## src/rtl/stopwatch_ctrl.sv

```systemverilog
// Stopwatch front end: synchronizes and debounces both push-buttons, runs the
// IDLE/RUN/PAUSE controller and divides the clock into the digit-chain tick.
module stopwatch_ctrl #(
    parameter int TICK_DIV        = 100000,
    parameter int DEBOUNCE_CYCLES = 1000000
) (
    input  logic       clk,
    input  logic       rst,
    input  logic       btn_start_stop,
    input  logic       btn_clear,
    output logic       tick,
    output logic       clear,
    output logic       running,
    output logic [1:0] state
);
    localparam int CNT_W = $clog2(DEBOUNCE_CYCLES + 1);
    localparam int PRE_W = $clog2(TICK_DIV);
    localparam logic [CNT_W-1:0] DB_DONE  = CNT_W'(DEBOUNCE_CYCLES);
    localparam logic [PRE_W-1:0] PRE_LAST = PRE_W'(TICK_DIV - 1);

    typedef enum logic [1:0] {
        IDLE   = 2'd0,
        RUN    = 2'd1,
        PAUSE  = 2'd2,
        UNUSED = 2'd3
    } state_t;

    // Bit 0 carries start/stop, bit 1 carries clear, through every button stage.
    logic [1:0]       btn_raw;
    logic [1:0]       sync_a;
    logic [1:0]       sync_b;
    logic [1:0]       level;
    logic [1:0]       level_q;
    logic [1:0]       press;
    logic [CNT_W-1:0] db_cnt [2];
    state_t           state_q;
    logic [PRE_W-1:0] presc;

    assign btn_raw = {btn_clear, btn_start_stop};
    assign state   = state_q;

    // NOTE: non-blocking assignments make every flop below update from the
    // pre-edge values, which is what turns sync_a -> sync_b into a real pipeline.
    always_ff @(posedge clk) begin
        if (rst) begin
            sync_a  <= '0;
            sync_b  <= '0;
            level   <= '0;
            level_q <= '0;
            press   <= '0;
            // NOTE: the debounce counters are ordinary flops, not RAM, so they
            // are cleared with the rest of the state.
            for (int b = 0; b < 2; b++) begin
                db_cnt[b] <= '0;
            end
        end else begin
            sync_a  <= btn_raw;
            sync_b  <= sync_a;
            level_q <= level;
            press   <= level & ~level_q;
            for (int b = 0; b < 2; b++) begin
                if (db_cnt[b] == DB_DONE) begin
                    level[b]  <= ~level[b];
                    db_cnt[b] <= '0;
                end else if (sync_b[b] != level[b]) begin
                    db_cnt[b] <= db_cnt[b] + CNT_W'(1);
                end else begin
                    db_cnt[b] <= '0;
                end
            end
        end
    end

    always_ff @(posedge clk) begin
        if (rst) begin
            state_q <= IDLE;
            presc   <= '0;
            tick    <= 1'b0;
            clear   <= 1'b0;
            running <= 1'b0;
        end else begin
            tick  <= 1'b0;
            clear <= 1'b0;

            // The prescaler also advances on the edge that leaves RUN.
            if (state_q == RUN) begin
                if (presc == PRE_LAST) begin
                    presc <= '0;
                    tick  <= 1'b1;
                end else begin
                    presc <= presc + PRE_W'(1);
                end
            end

            case (state_q)
                IDLE, PAUSE: begin
                    if (press[0]) begin
                        state_q <= RUN;
                        running <= 1'b1;
                    end else if (press[1]) begin
                        state_q <= IDLE;
                        clear   <= 1'b1;
                        presc   <= '0;
                    end
                end
                RUN: begin
                    // A clear press here is dropped; the user must pause first.
                    if (press[0]) begin
                        state_q <= PAUSE;
                        running <= 1'b0;
                    end
                end
                default: begin
                    state_q <= IDLE;
                    running <= 1'b0;
                    presc   <= '0;
                end
            endcase
        end
    end
endmodule

```

## config.mk

```make
export PLATFORM = sky130hd
export DESIGN_NAME = stopwatch_ctrl
export DESIGN_NICKNAME = d
export VERILOG_FILES = /design/src/rtl/stopwatch_ctrl.sv
export SDC_FILE = /design/constraint.sdc
export NUM_CORES = 1
export LEC_CHECK = 0
export ABC_AREA = 1
export BUFFER_PORTS_ARGS = -buffer_cell sky130_fd_sc_hd__buf_2
export CAP_MARGIN = 20
export CORE_ASPECT_RATIO = 0.7
export CORE_MARGIN = 10
export CORE_UTILIZATION = 28
export DETAILED_ROUTE_END_ITERATION = 10
export PLACE_DENSITY = 0.48
export SLEW_MARGIN = 20
export SYNTH_ARGS = -nofsm -noshare
export SYNTH_HDL_FRONTEND = slang
export SYNTH_SLANG_ARGS = --single-unit
```

## constraint.sdc

```tcl
create_clock -name clk -period 2.86 [get_ports clk]
set_input_delay 0 -clock clk [delete_from_list [all_inputs] [get_ports clk]]
set_output_delay 0 -clock clk [all_outputs]
set_load 0.01 [all_outputs]
```

* Word level (Yosys, flattened, before mapping) *
Memory sizes are Yosys's and may differ from the RTL's.
Cells that the tools add are included.

word-level totals
  register bits after elaboration = 32
  RAM bits = 40
  bits of input ports = 4
  word-level logic and storage cells = 87
  memories kept = 1

memory list
  name    words  bits a word  read ports  clocked after memory_dff  write ports  line  text
  db_cnt  2      20           2           0                         2            35    logic [CNT_W-1:0] db_cnt [2];

cells by class
  add/sub/neg operators = 3
  equality and inequality tests = 10
  mux-type cells = 44
  bitwise operators = 12
  reductions and logical operators = 6

operator list
  operator                                        count
  2-to-1 mux 20 bit                               6
  2-to-1 mux 17 bit                               4
  adder 20 x 1 -> 20 bit (second input constant)  2
  == test 20 bit (second input constant)          2
  case mux 17 bit (2 select lines)                1
  2-to-1 mux 1 bit                                28
  adder 17 x 1 -> 17 bit (second input constant)  1
  == test 17 bit (second input constant)          1
  2-to-1 mux 2 bit                                3
  bitwise OR 1 bit                                6
  inequality test 2 bit (second input constant)   2
  inverter 1 bit                                  4
  case mux 2 bit (2 select lines)                 1
  AND reduction 2 bit                             2
  OR reduction 2 bit                              2
  inequality test 3 bit (second input constant)   1
  OR reduction 3 bit                              1
  AND 2 bit                                       1
  == test 2 x 1 -> 1 bit (second input constant)  1
  == test 2 bit (second input constant)           1
  zero test 2 bit                                 1
  inequality test 1 bit                           2
  inverter 2 bit                                  1
  case mux 1 bit (2 select lines)                 1

* Depth between registers and ports, before layout *
Gate-level depths: netlist of run 1.

  depth after elaboration = 7
  gate-level depth with buffers = 9

* Worst setup path before layout of run 1 *
No wires, ideal clock.

  path kind = register to register
  start = memory db_cnt[0][0] in the netlist's numbering
  end = memory db_cnt[0][13] in the netlist's numbering, data pin
  setup time = 254 ps
  data arrival time = 1358 ps
  data required time = 2606 ps
  slack = 1248 ps
  stages on the path, launching flop included = 9
  path buffers = 1
  clock period less this slack = 1612 ps
  cell sequence = edfxtp_1 inv_1 ha_1 nand2_1 nor3_1 nand3_1 nand2_2 buf_6 nor2_1

RTL lines
  item             line
  start, declared  35

==> results of run 1 <==
## final cells by class
cell class | count | area (sq um) | area share [%]
repair buffers | 12 | 80.1 | 1.69
inverters | 72 | 270 | 5.71
clock buffers | 11 | 233 | 4.92
flip-flops and latches | 72 | 1840 | 38.9
well taps | 190 | 238 | 5.02
clock inverters | 5 | 32.5 | 0.687
multi-input cells | 438 | 2040 | 43.1
## stage by stage
stage	area (sq um)	utilization (%)	hold WS, ps
2_1_floorplan	4190	-	76.8
3_3_place_gp	4430	31.5	210
3_5_place_dp	4430	31.5	223
4_1_cts	4730	33.7	399
5_1_grt	4730	33.7	410
6_report	4730	33.7	402
## cells in the mapped netlist (all sizes together)
library cell / count
a31oi: 1
or2: 4
edfxtp: 40
a21oi: 21
and2: 2
clkbuf: 1
o21bai: 1
xor2: 15
xnor2: 6
conb: 1
o21ai: 11
nand2: 142
nor3: 12
buf: 4
dfxtp: 32
ha: 5
nand3b: 2
nand4: 9
o22ai: 1
nand3: 45
inv: 72
nor2: 121
## layout by cell type (no fill, tap or decap), drive strengths merged
cell type,synthesis,final
xnor2,6,6
o21bai,1,1
a31oi,1,1
clkinv,0,2
o22ai,1,1
nand3b,2,2
dfxtp,32,32
nand3,45,45
clkbuf,1,11
a21oi,21,21
nand2,142,142
o21ai,11,11
or2,4,4
nor3,12,12
edfxtp,40,40
xor2,15,15
conb,1,40
dlygate4sd3,0,4
nor2,121,121
ha,5,5
inv,72,75
and2,2,2
buf,4,8
nand4,9,9
## cell families (layout without fill, tap and decap cells)
family / count (synthesis) / in the layout / synth area share, %
xor gates and xnor gates: 21 / 21 / 4.54
other: 1 / 40 / 0.0926
buffers and inverters: 77 / 100 / 7.73
AOI/OAI and AO/OA: 35 / 35 / 4.54
adders and majority gates: 5 / 5 / 1.55
DFF: 72 / 72 / 45.5
and+or+nand+nor: 337 / 337 / 36.0
## layer usage
metal,vias to the layer above,share of wire (%),track usage (%)
met3,6,4.2,2.37
met5,-,0,0
li1,1815,-,-
met4,0,1.1,3.34
met2,51,36,11.9
met1,1458,58,13.7
## power groups by stage
stage	clock, mW	combinational, mW	sequential [mW]
4_1_cts	1.07	0.0857	1.15
3_3_place_gp	0	0.0809	1.17
2_1_floorplan	0	0.0682	1.16
6_report	1.03	0.0862	1.15
5_1_grt	1.11	0.102	1.16
3_5_place_dp	0	0.0812	1.17
## state kept, by name, indices dropped and copies added (netlist names)
signal and count:
clear 1, db_cnt 40, level 2, level_q 2, presc 17, press 2
running 1, state 2, sync_a 2, sync_b 2, tick 1
## worst min path at each step
stage | from | endpoint | cells past startpoint
final | level_q[1] | press[1] | 1
after global routing | level_q[1] | press[1] | 1
after CTS | level_q[1] | press[1] | 1
after detailed placement | btn_start_stop | sync_a[0] | 3
after global placement | btn_start_stop | sync_a[0] | 3
after floorplan | rst | press[0] | 1
## worst max-delay path: stages, from the launching register on
cell and delay [ps]:
edfxtp_1 460, inv_1 110, ha_1 160, nand2_1 70, nor3_1 230, nand3_1 120
nand2_2 320, inv_1 100, nand2_1 70, inv_1 40
==> impl_metrics.py, run 1 <==
metrics = {
    "timing": {
        "fin_setup_tns_ps": 0,
        "finalHoldViolations": 0,
        "max_freq_ghz": 0.524,
        "worst_slack_ps": 950,
        "grt_setup_unrepaired": "false",
        "fin_crit_sh_pct": 66.8,
        "fin_skew_ps": 7.50,
        "final-setup-viol-count": 0,
        "finalCriticalPeriod_ps": 1910,
        "final_max_slew_viol_count": 0,
    },
    "placement": {
        "io_buffers": 8,
        "gp_congestion": 0.842,
        "dp_cells": 780,
        "pre_cts_ws_ps": 935,
        "dp_hpwl_microns": 6430,
    },
    "synthesis": {
        "synth_cell_types": 32,
        "netlist_area_sq_um": 4050,
        "synth_top_area_share_pct": 29.7,
        "yosys_warnings": 0,
        "synth.avg_cell_area_sq_um": 7.39,
        "synthCells": 548,
        "synth_top_area_cell": "edfxtp_1",
        "ys_ff_latch": 72,
        "ys_top_cells_by_area": "edfxtp_1 (30%), dfxtp_1 (16%), nand2_1 (13%), nor2_1 (11%), inv_1 (6.7%)",
        "yosysSeqAreaShare_pct": 45.5,
    },
    "worst_setup_path": {
        "crit_start": "db_cnt[0][0]",
        "critPathMaxFanout": 19,
        "crit_required_ps": 2950,
        "r2r_end": "db_cnt[0][16]",
        "crit_path_start_kind": "flop",
        "crit_type": "flop to flop",
        "endpoint_kind": "flop",
        "ff2ff_setup_slack_ps": 950,
        "r2r_cells": 9,
        "arrival_ps": 2000,
        "worstSetupEndpoint": "db_cnt[0][16]",
        "reg2reg_from": "db_cnt[0][0]",
    },
    "drt": {
        "drc": 0,
        "dr.pass1.iters": 4,
        "route.vias.total": 3330,
        "wl_per_cell_microns": 10.7,
        "post_drt_via_cell_ratio": 4.16,
        "drtIter0Drc": 194,
        "ant_nets": 0,
        "finalWirelength_microns": 8530,
    },
    "floorplanning": {
        "fp.dieW_microns": 164,
        "die_h_microns": 121,
        "fp.dieArea_sq_um": 19700,
        "rows": 36,
        "start_util_pct": 28.8,
        "io_pins": 9,
        "core-area_sq_um": 14100,
    },
    "global_routing": {
        "grt_usage_pct": 9.09,
        "grt_overflow_total": 0,
        "grt_pass1_wl_microns": 14700,
        "antenna_found_initial": 0,
        "grt_start_max_net_pins": 20,
        "grt_pass1_vias": 3031,
    },
    "pwr": {
        "pwr-share-clk_pct": 45.4,
        "switchingPower_mw": 0.530,
        "peakVddDrop_v": 0.000269,
        "total_power_mw": 2.27,
        "pwr-share-comb_pct": 3.8,
        "powerDensity_nw_per_um2": 479,
        "share_seq_of_total_power_pct": 50.8,
        "internal_power_mw": 1.74,
        "p_leak_nw": 1.88,
        "switching_share_pct": 23.4,
    },
    "cts": {
        "cts_setup_buffers": 0,
        "cts-resized-gates": 0,
        "cts_buffers": 9,
        "cts_tree": "built",
        "worstSkewPairLatency_ps": 330,
        "hold_buffers": 4,
        "cts_root_buf": "clkbuf_16",
        "cts_buffer_depth": 2,
        "htree_levels": 3,
        "path_clk_slew_ps": 60,
        "cts_sinks": 72,
    },
    "flow_run": {
        "maxCapViolCount": 0,
    },
    "final_layout": {
        "diodes": 0,
        "drive_above_1_share_pct": 6.23,
        "stdcell_count": 800,
        "fillers": 1510,
        "fin_nets": 614,
        "area_delta_synth_final_pct": 17.0,
    },
    "status": {
        "status": "finished, final reports clean",
    },
    "worst_hold_path": {
        "hold_path.class": "flop to flop",
    },
}
No activity file was read; power rests on OpenSTA's default activity.
==> run 2, diff against run 1 <==
Settings changed: ABC_AREA 1 to 0, PLACE_DENSITY 0.48 to 0.49.
Clock period 2.86 ns to 1.6 ns, I/O delays scaled along.
==> run 2 against run 1 <==
Net effect:
- the run now ends with setup timing left
- worst hold slack worse by 370 ps
- worst setup slack worse by 1300 ps
- register-to-register slack worse by 1300 ps
- die area shrank 9.4%
- via count shrank 3.8%
- sequential share of layout area shrank 5.9 points
- sequential power rose by 77%
- final area is 18% higher
- fmax barely moved
- synthesized area shrank 11%
- largest cell class unchanged
- largest power group is now clock
==> impl_metrics.py, run 2 <==
metrics = {
    "worst_setup_path": {
        "crit_family": "buffers and inverters",
        "cpPeakStageDelay_ps": 420,
        "crit_type": "flop to flop",
        "critPathMaxFanout": 5,
        "crit_path_start_kind": "flop",
        "crit_buf_inv": 3,
        "endpoint_kind": "flop",
        "worstPathCellList": "buf_6 -> nor4b_4 -> nand4_1 -> o211ai_1 -> buf_4 -> clkbuf_16 -> a21oi_2",
        "crit_required_ps": 1680,
        "arrival_ps": 1990,
        "cp_slowest_cell": "edfxtp_1",
    },
    "final_layout": {
        "final_util_pct": 44.8,
        "drive_above_1_share_pct": 40.8,
        "largestRegisters": "db_cnt (40), presc (17)",
        "diodes": 0,
        "mostFrequentLayoutCells": "buf_4 (100), edfxtp_1 (40), conb_1 (40), dfxtp_1 (26), xor2_1 (24)",
        "final_common_cell": "buf_4",
        "fin_nets": 536,
        "area_delta_synth_final_pct": 55.5,
        "regMostFlops": "db_cnt",
        "largest_reg_flops": 40,
        "final_area_sq_um": 5610,
    },
    "timing": {
        "finalHoldViolations": 0,
        "grt_setup_unrepaired": "true",
        "finalCriticalPeriod_ps": 1910,
        "worst_slack_ps": -311,
        "final_max_slew_viol_count": 0,
        "fin_crit_sh_pct": 119,
        "final-setup-viol-count": 58,
        "fin_skew_ps": 7.76,
        "fin_setup_tns_ps": -11890,
        "max_freq_ghz": 0.523,
    },
    "synthesis": {
        "async_reset_ff_share_pct": 0,
        "synthCells": 367,
        "ys_dominant_reg_cell": "edfxtp_1",
        "synth_cell_types": 42,
        "ys_ff_latch": 72,
        "synth_top_area_cell": "edfxtp_1",
        "netlist_area_sq_um": 3610,
        "ys_top_cells_by_area": "edfxtp_1 (33%), dfxtp_1 (18%), xor2_1 (5.8%), nor2_1 (4.6%), nand4_1 (3.1%)",
        "synth_most_common_cell": "nor2_1",
        "synth_edf_count": 40,
        "synth_top_area_share_pct": 33.3,
        "synth.avg_cell_area_sq_um": 9.83,
        "yosys_warnings": 0,
        "yosys-top-cells-count": "nor2_1 (44), edfxtp_1 (40), dfxtp_1 (32)",
        "yosysSeqAreaShare_pct": 51.1,
    },
    "drt": {
        "drc": 0,
        "route.vias.total": 3203,
        "ant_nets": 0,
        "wl_per_cell_microns": 13.8,
        "post_drt_via_cell_ratio": 4.62,
        "drtIter0Drc": 67,
        "finalWirelength_microns": 9600,
        "dr.pass1.iters": 4,
    },
    "cts": {
        "path_clk_slew_ps": 60,
        "htree_levels": 3,
        "cts_buffers": 9,
        "cts_tree": "built",
        "cts_root_buf": "clkbuf_16",
        "cts_buffer_depth": 2,
        "cts_sinks": 72,
        "worstSkewPairLatency_ps": 340,
    },
    "placement": {
        "io_buffers": 8,
        "gp_congestion": 0.751,
        "placed_area_sq_um": 4720,
        "dp_hpwl_microns": 6380,
    },
    "worst_hold_path": {
        "hold_path.class": "input port to flop",
    },
    "status": {
        "violations": "setup timing",
        "status": "finished with violations",
    },
    "global_routing": {
        "grt_overflow_total": 0,
        "grt_usage_pct": 10.8,
        "grt_pass1_wl_microns": 15500,
        "grt_pass1_vias": 3197,
        "grt_start_max_net_pins": 14,
        "antenna_found_initial": 0,
    },
    "pwr": {
        "total_power_mw": 4.64,
        "peakVddDrop_v": 0.000580,
        "p_leak_nw": 2.14,
        "powerDensity_nw_per_um2": 828,
    },
    "floorplanning": {
        "fp.dieArea_sq_um": 17900,
        "fp.dieW_microns": 156,
        "die_h_microns": 115,
        "core-area_sq_um": 12500,
        "io_pins": 9,
        "rows": 34,
        "start_util_pct": 28.8,
    },
    "flow_run": {
        "maxCapViolCount": 0,
    },
}
==> run 2: worst reg2reg max path, delay by kind of cell (launching register included) <==
kind / cells / cell delay (ps)
and+or+nand+nor: 2 / 460
AOI/OAI and AO/OA: 2 / 270
buffers and inverters: 3 / 500
DFF: 1 / 420
==> run 2: through the flow <==
step | hold slack [ps] | std cells | setup slack (ps)
finish | 36.5 | 694 | -311
global route | 46.9 | 694 | -384
CTS | 37.1 | 688 | -320
detailed placement | 223 | 655 | -381
global placement | 216 | 655 | -303
floorplan | 79.1 | 406 | -352
==> run 2: cells by family (layout without fill, tap and decap cells) <==
| logic type | Yosys count | after routing | synth area share, % |
|---|---|---|---|
| adders and majority gates | 5 | 5 | 1.73 |
| xor gates and xnor gates | 35 | 35 | 8.50 |
| other | 1 | 40 | 0.104 |
| muxes | 1 | 1 | 0.278 |
| AOI/OAI and AO/OA | 50 | 50 | 8.02 |
| DFF | 72 | 72 | 51.1 |
| and+or+nand+nor | 177 | 177 | 27.5 |
| buffers and inverters | 26 | 152 | 2.81 |
==> run 2: area by class of cell <==
class / instances / area [sq um]
Fill cell: 1230 / 6900
Multi-Input combinational cell: 308 / 2130
Sequential cell: 72 / 1850
Inverter: 12 / 45.0
Tap cell: 162 / 203
Timing Repair Buffer: 124 / 1040
Clock buffer: 11 / 254
Clock inverter: 5 / 83.8
==> run 2: where the power goes <==
group / switching, mW / total [mW] / internal (mW)
Combinational: 0.158 / 0.313 / 0.155
Clock: 0.823 / 2.30 / 1.47
Sequential: 0.0365 / 2.04 / 2.00
==> run 2: routing by layer <==
layer  up-vias  part of all wire (%)  GRT usage (%)
li1       1638                     -              -
met1      1492                    50           14.4
met2        54                    43           16.1
met3        19                   5.0           3.69
met4         0                   1.8           3.92
met5         -                     0              0
==> run 2: repair_timing <==
action | 4_1_cts | 5_1_grt
endpoints found under the setup margin | 58 | 59
hold buffers | 2 | 0
hold endpoints to repair | 2 | 0
pin swaps | 13 | 14
cloned | 4 | 1
resized for setup | 40 | 52
setup buffers | 13 | 9
==> run 2: worst paths after layout <==
check                     start             to  slack, ps  depth (start not counted)
setup reg to reg  db_cnt[1][12]  db_cnt[1][19]       -310                          7
hold reg to reg      level_q[0]       press[0]        380                          1
setup / recovery  db_cnt[1][12]  db_cnt[1][19]       -310                          7
hold / removal              rst       level[0]         40                          3
==> run 3, diff against run 2 <==
Settings changed: BUFFER_PORTS_ARGS -buffer_cell sky130_fd_sc_hd__buf_2 to not set, DONT_BUFFER_PORTS set to 1.
==> run 3 against run 2 <==
Net effect:
- the flow still finishes with violations (setup timing)
- via count fell by 1.1%
- fmax fell by 1.2%
- critical path depth rose by 1
- utilization fell by 1.1 points
- wire length fell by 3.1%
- cell count fell by 2.0%
- die area did not move
- flip-flop and latch count did not move
==> impl_metrics.py, run 3 (same netlist as run 2, synthesis figures left out) <==
metrics = {
    "status": {
        "status": "finished with violations",
        "violations": "setup timing",
    },
    "global_routing": {
        "grt_overflow_total": 0,
        "met1_usage_pct": 14.3,
        "grt_pass1_wl_microns": 15000,
        "gr-usage-met3_pct": 3.43,
        "grt-busiest-layer": "met2",
        "grt_pass1_vias": 3103,
        "grt_start_max_net_pins": 21,
        "use_met2_pct": 14.8,
        "antenna_found_initial": 0,
        "grt_usage_pct": 10.3,
    },
    "worst_setup_path": {
        "endpoint_kind": "flop",
        "crit_path_start_kind": "flop",
        "crit_start": "db_cnt[1][0]",
        "cp_slowest_cell": "edfxtp_1",
        "ff2ff_setup_slack_ps": -330,
        "worstSetupEndpoint": "db_cnt[1][15]",
        "crit_required_ps": 1670,
        "r2r_end": "db_cnt[1][15]",
        "cpPeakStageDelay_ps": 390,
        "r2r_cells": 8,
        "worstPathCellList": "inv_1 -> ha_2 -> nor4b_4 -> nand4_1 -> o211ai_1 -> buf_4 -> buf_6 -> a21oi_1",
        "arrival_ps": 2010,
        "reg2reg_from": "db_cnt[1][0]",
        "crit_type": "flop to flop",
        "critPathMaxFanout": 10,
    },
    "final_layout": {
        "mostFrequentLayoutCells": "buf_4 (91), edfxtp_1 (40), conb_1 (40), nor2_1 (24), dfxtp_1 (24)",
        "final_common_cell": "buf_4",
        "fillers": 1224,
        "area_delta_synth_final_pct": 51.6,
        "drive_above_1_share_pct": 37.6,
        "regMostFlops": "db_cnt",
        "largestRegisters": "db_cnt (40), presc (17)",
        "fin_nets": 522,
        "largest_reg_flops": 40,
        "diodes": 0,
        "final_area_sq_um": 5470,
    },
    "placement": {
        "io_buffers": 0,
        "dp_hpwl_microns": 6190,
        "pre_cts_ws_ps": -382,
        "placed_area_sq_um": 4630,
        "gp_congestion": 0.783,
    },
    "drt": {
        "drtIter0Drc": 133,
        "drc": 0,
        "route.vias.total": 3168,
        "wl_per_cell_microns": 13.7,
        "finalWirelength_microns": 9290,
        "post_drt_via_cell_ratio": 4.66,
        "ant_nets": 0,
        "dr.pass1.iters": 4,
    },
    "worst_hold_path": {
        "min_path_cells": 2,
        "hold_path.class": "input port to flop",
    },
    "timing": {
        "fin_crit_sh_pct": 121,
        "finalHoldViolations": 0,
        "fin_setup_tns_ps": -13460,
        "grt_setup_unrepaired": "true",
        "slew_headroom_pct": 58.0,
        "whs_ps": 317,
        "max_freq_ghz": 0.517,
        "fin_skew_ps": 5.61,
        "final_max_slew_viol_count": 0,
        "final-setup-viol-count": 58,
        "finalCriticalPeriod_ps": 1930,
        "tightest_slew_ps": 630,
        "worst_slack_ps": -334,
    },
    "floorplanning": {
        "core-area_sq_um": 12500,
        "rows": 34,
        "die_h_microns": 115,
        "start_util_pct": 28.8,
        "fp.dieArea_sq_um": 17900,
        "io_pins": 9,
        "fp.dieW_microns": 156,
    },
    "cts": {
        "cts_root_buf": "clkbuf_16",
        "cts_buffer_depth": 2,
        "cts_tree": "built",
        "cts_buffers": 9,
        "cts_sinks": 72,
        "path_clk_slew_ps": 60,
        "htree_levels": 3,
        "worstSkewPairLatency_ps": 330,
    },
    "pwr": {
        "peakVddDrop_v": 0.000573,
        "p_leak_nw": 2.05,
        "powerDensity_nw_per_um2": 781,
    },
    "flow_run": {
        "maxCapViolCount": 0,
    },
}
[run 3: cell types whose count changed in the layout (fill, tap and decap cells not counted), sizes merged]
cell          before  now
dlymetal6s4s       0    1
clkinv             0    4
bufinv             2    0
clkbuf            12   14
buf              121  105
inv               15   12
[run 3: layout make-up]
type	instances	area (sq um)	area share, %
clock buffers	12	268	4.90
clock inverters	4	27.5	0.503
inverters	12	45.0	0.824
multi-input cells	308	2110	38.7
flip-flops and latches	72	1850	33.9
well taps	162	203	3.71
repair buffers	110	956	17.5
[run 3: routing by layer]
layer	vias to the layer above	share of wire, %
met4	0	0.89
met1	1513	53
met2	45	43
li1	1605	-
met3	5	4.0
met5	-	0
[run 3: what timing repair did]
item / CTS / global route
resized for setup: 40 / 46
hold endpoints to repair: 17 / 0
pin swaps: 14 / 18
gates cloned: 3 / 2
buffers inserted: 11 / 7
hold buffers: 3 / 0
setup endpoints to repair: 58 / 59
[run 3: stage by stage]
step	power (mW)	instances	util (%)
after floorplan	2.18	406	-
after global placement	2.29	641	37.0
after detailed placement	2.29	641	37.0
after CTS	4.32	673	41.9
after global routing	4.45	680	43.7
final	4.27	680	43.7
[run 3: worst min-delay path by stage]
stage | startpoint | to
global placement | rst | state[0]
detailed placement | rst | state[0]
finish | rst | state[0]
CTS | btn_clear | sync_a[1]
global route | btn_clear | sync_a[1]
floorplan | rst | level_q[0]
[run 3: critical path: cells and delay by family, from the launching register on]
family,cells,cell delay (ps)
AO/OA/AOI/OAI,2,300
adder cells (fa/ha/maj),1,170
buffers and inverters,3,420
flip-flops,1,390
AND/OR/NAND/NOR,2,410
[run 3: power by group]
part	internal (mW)	total [mW]	switching [mW]
logic	0.144	0.294	0.150
registers	2.00	2.03	0.0335
clock network	1.19	1.94	0.757
total	3.33	4.27	0.940
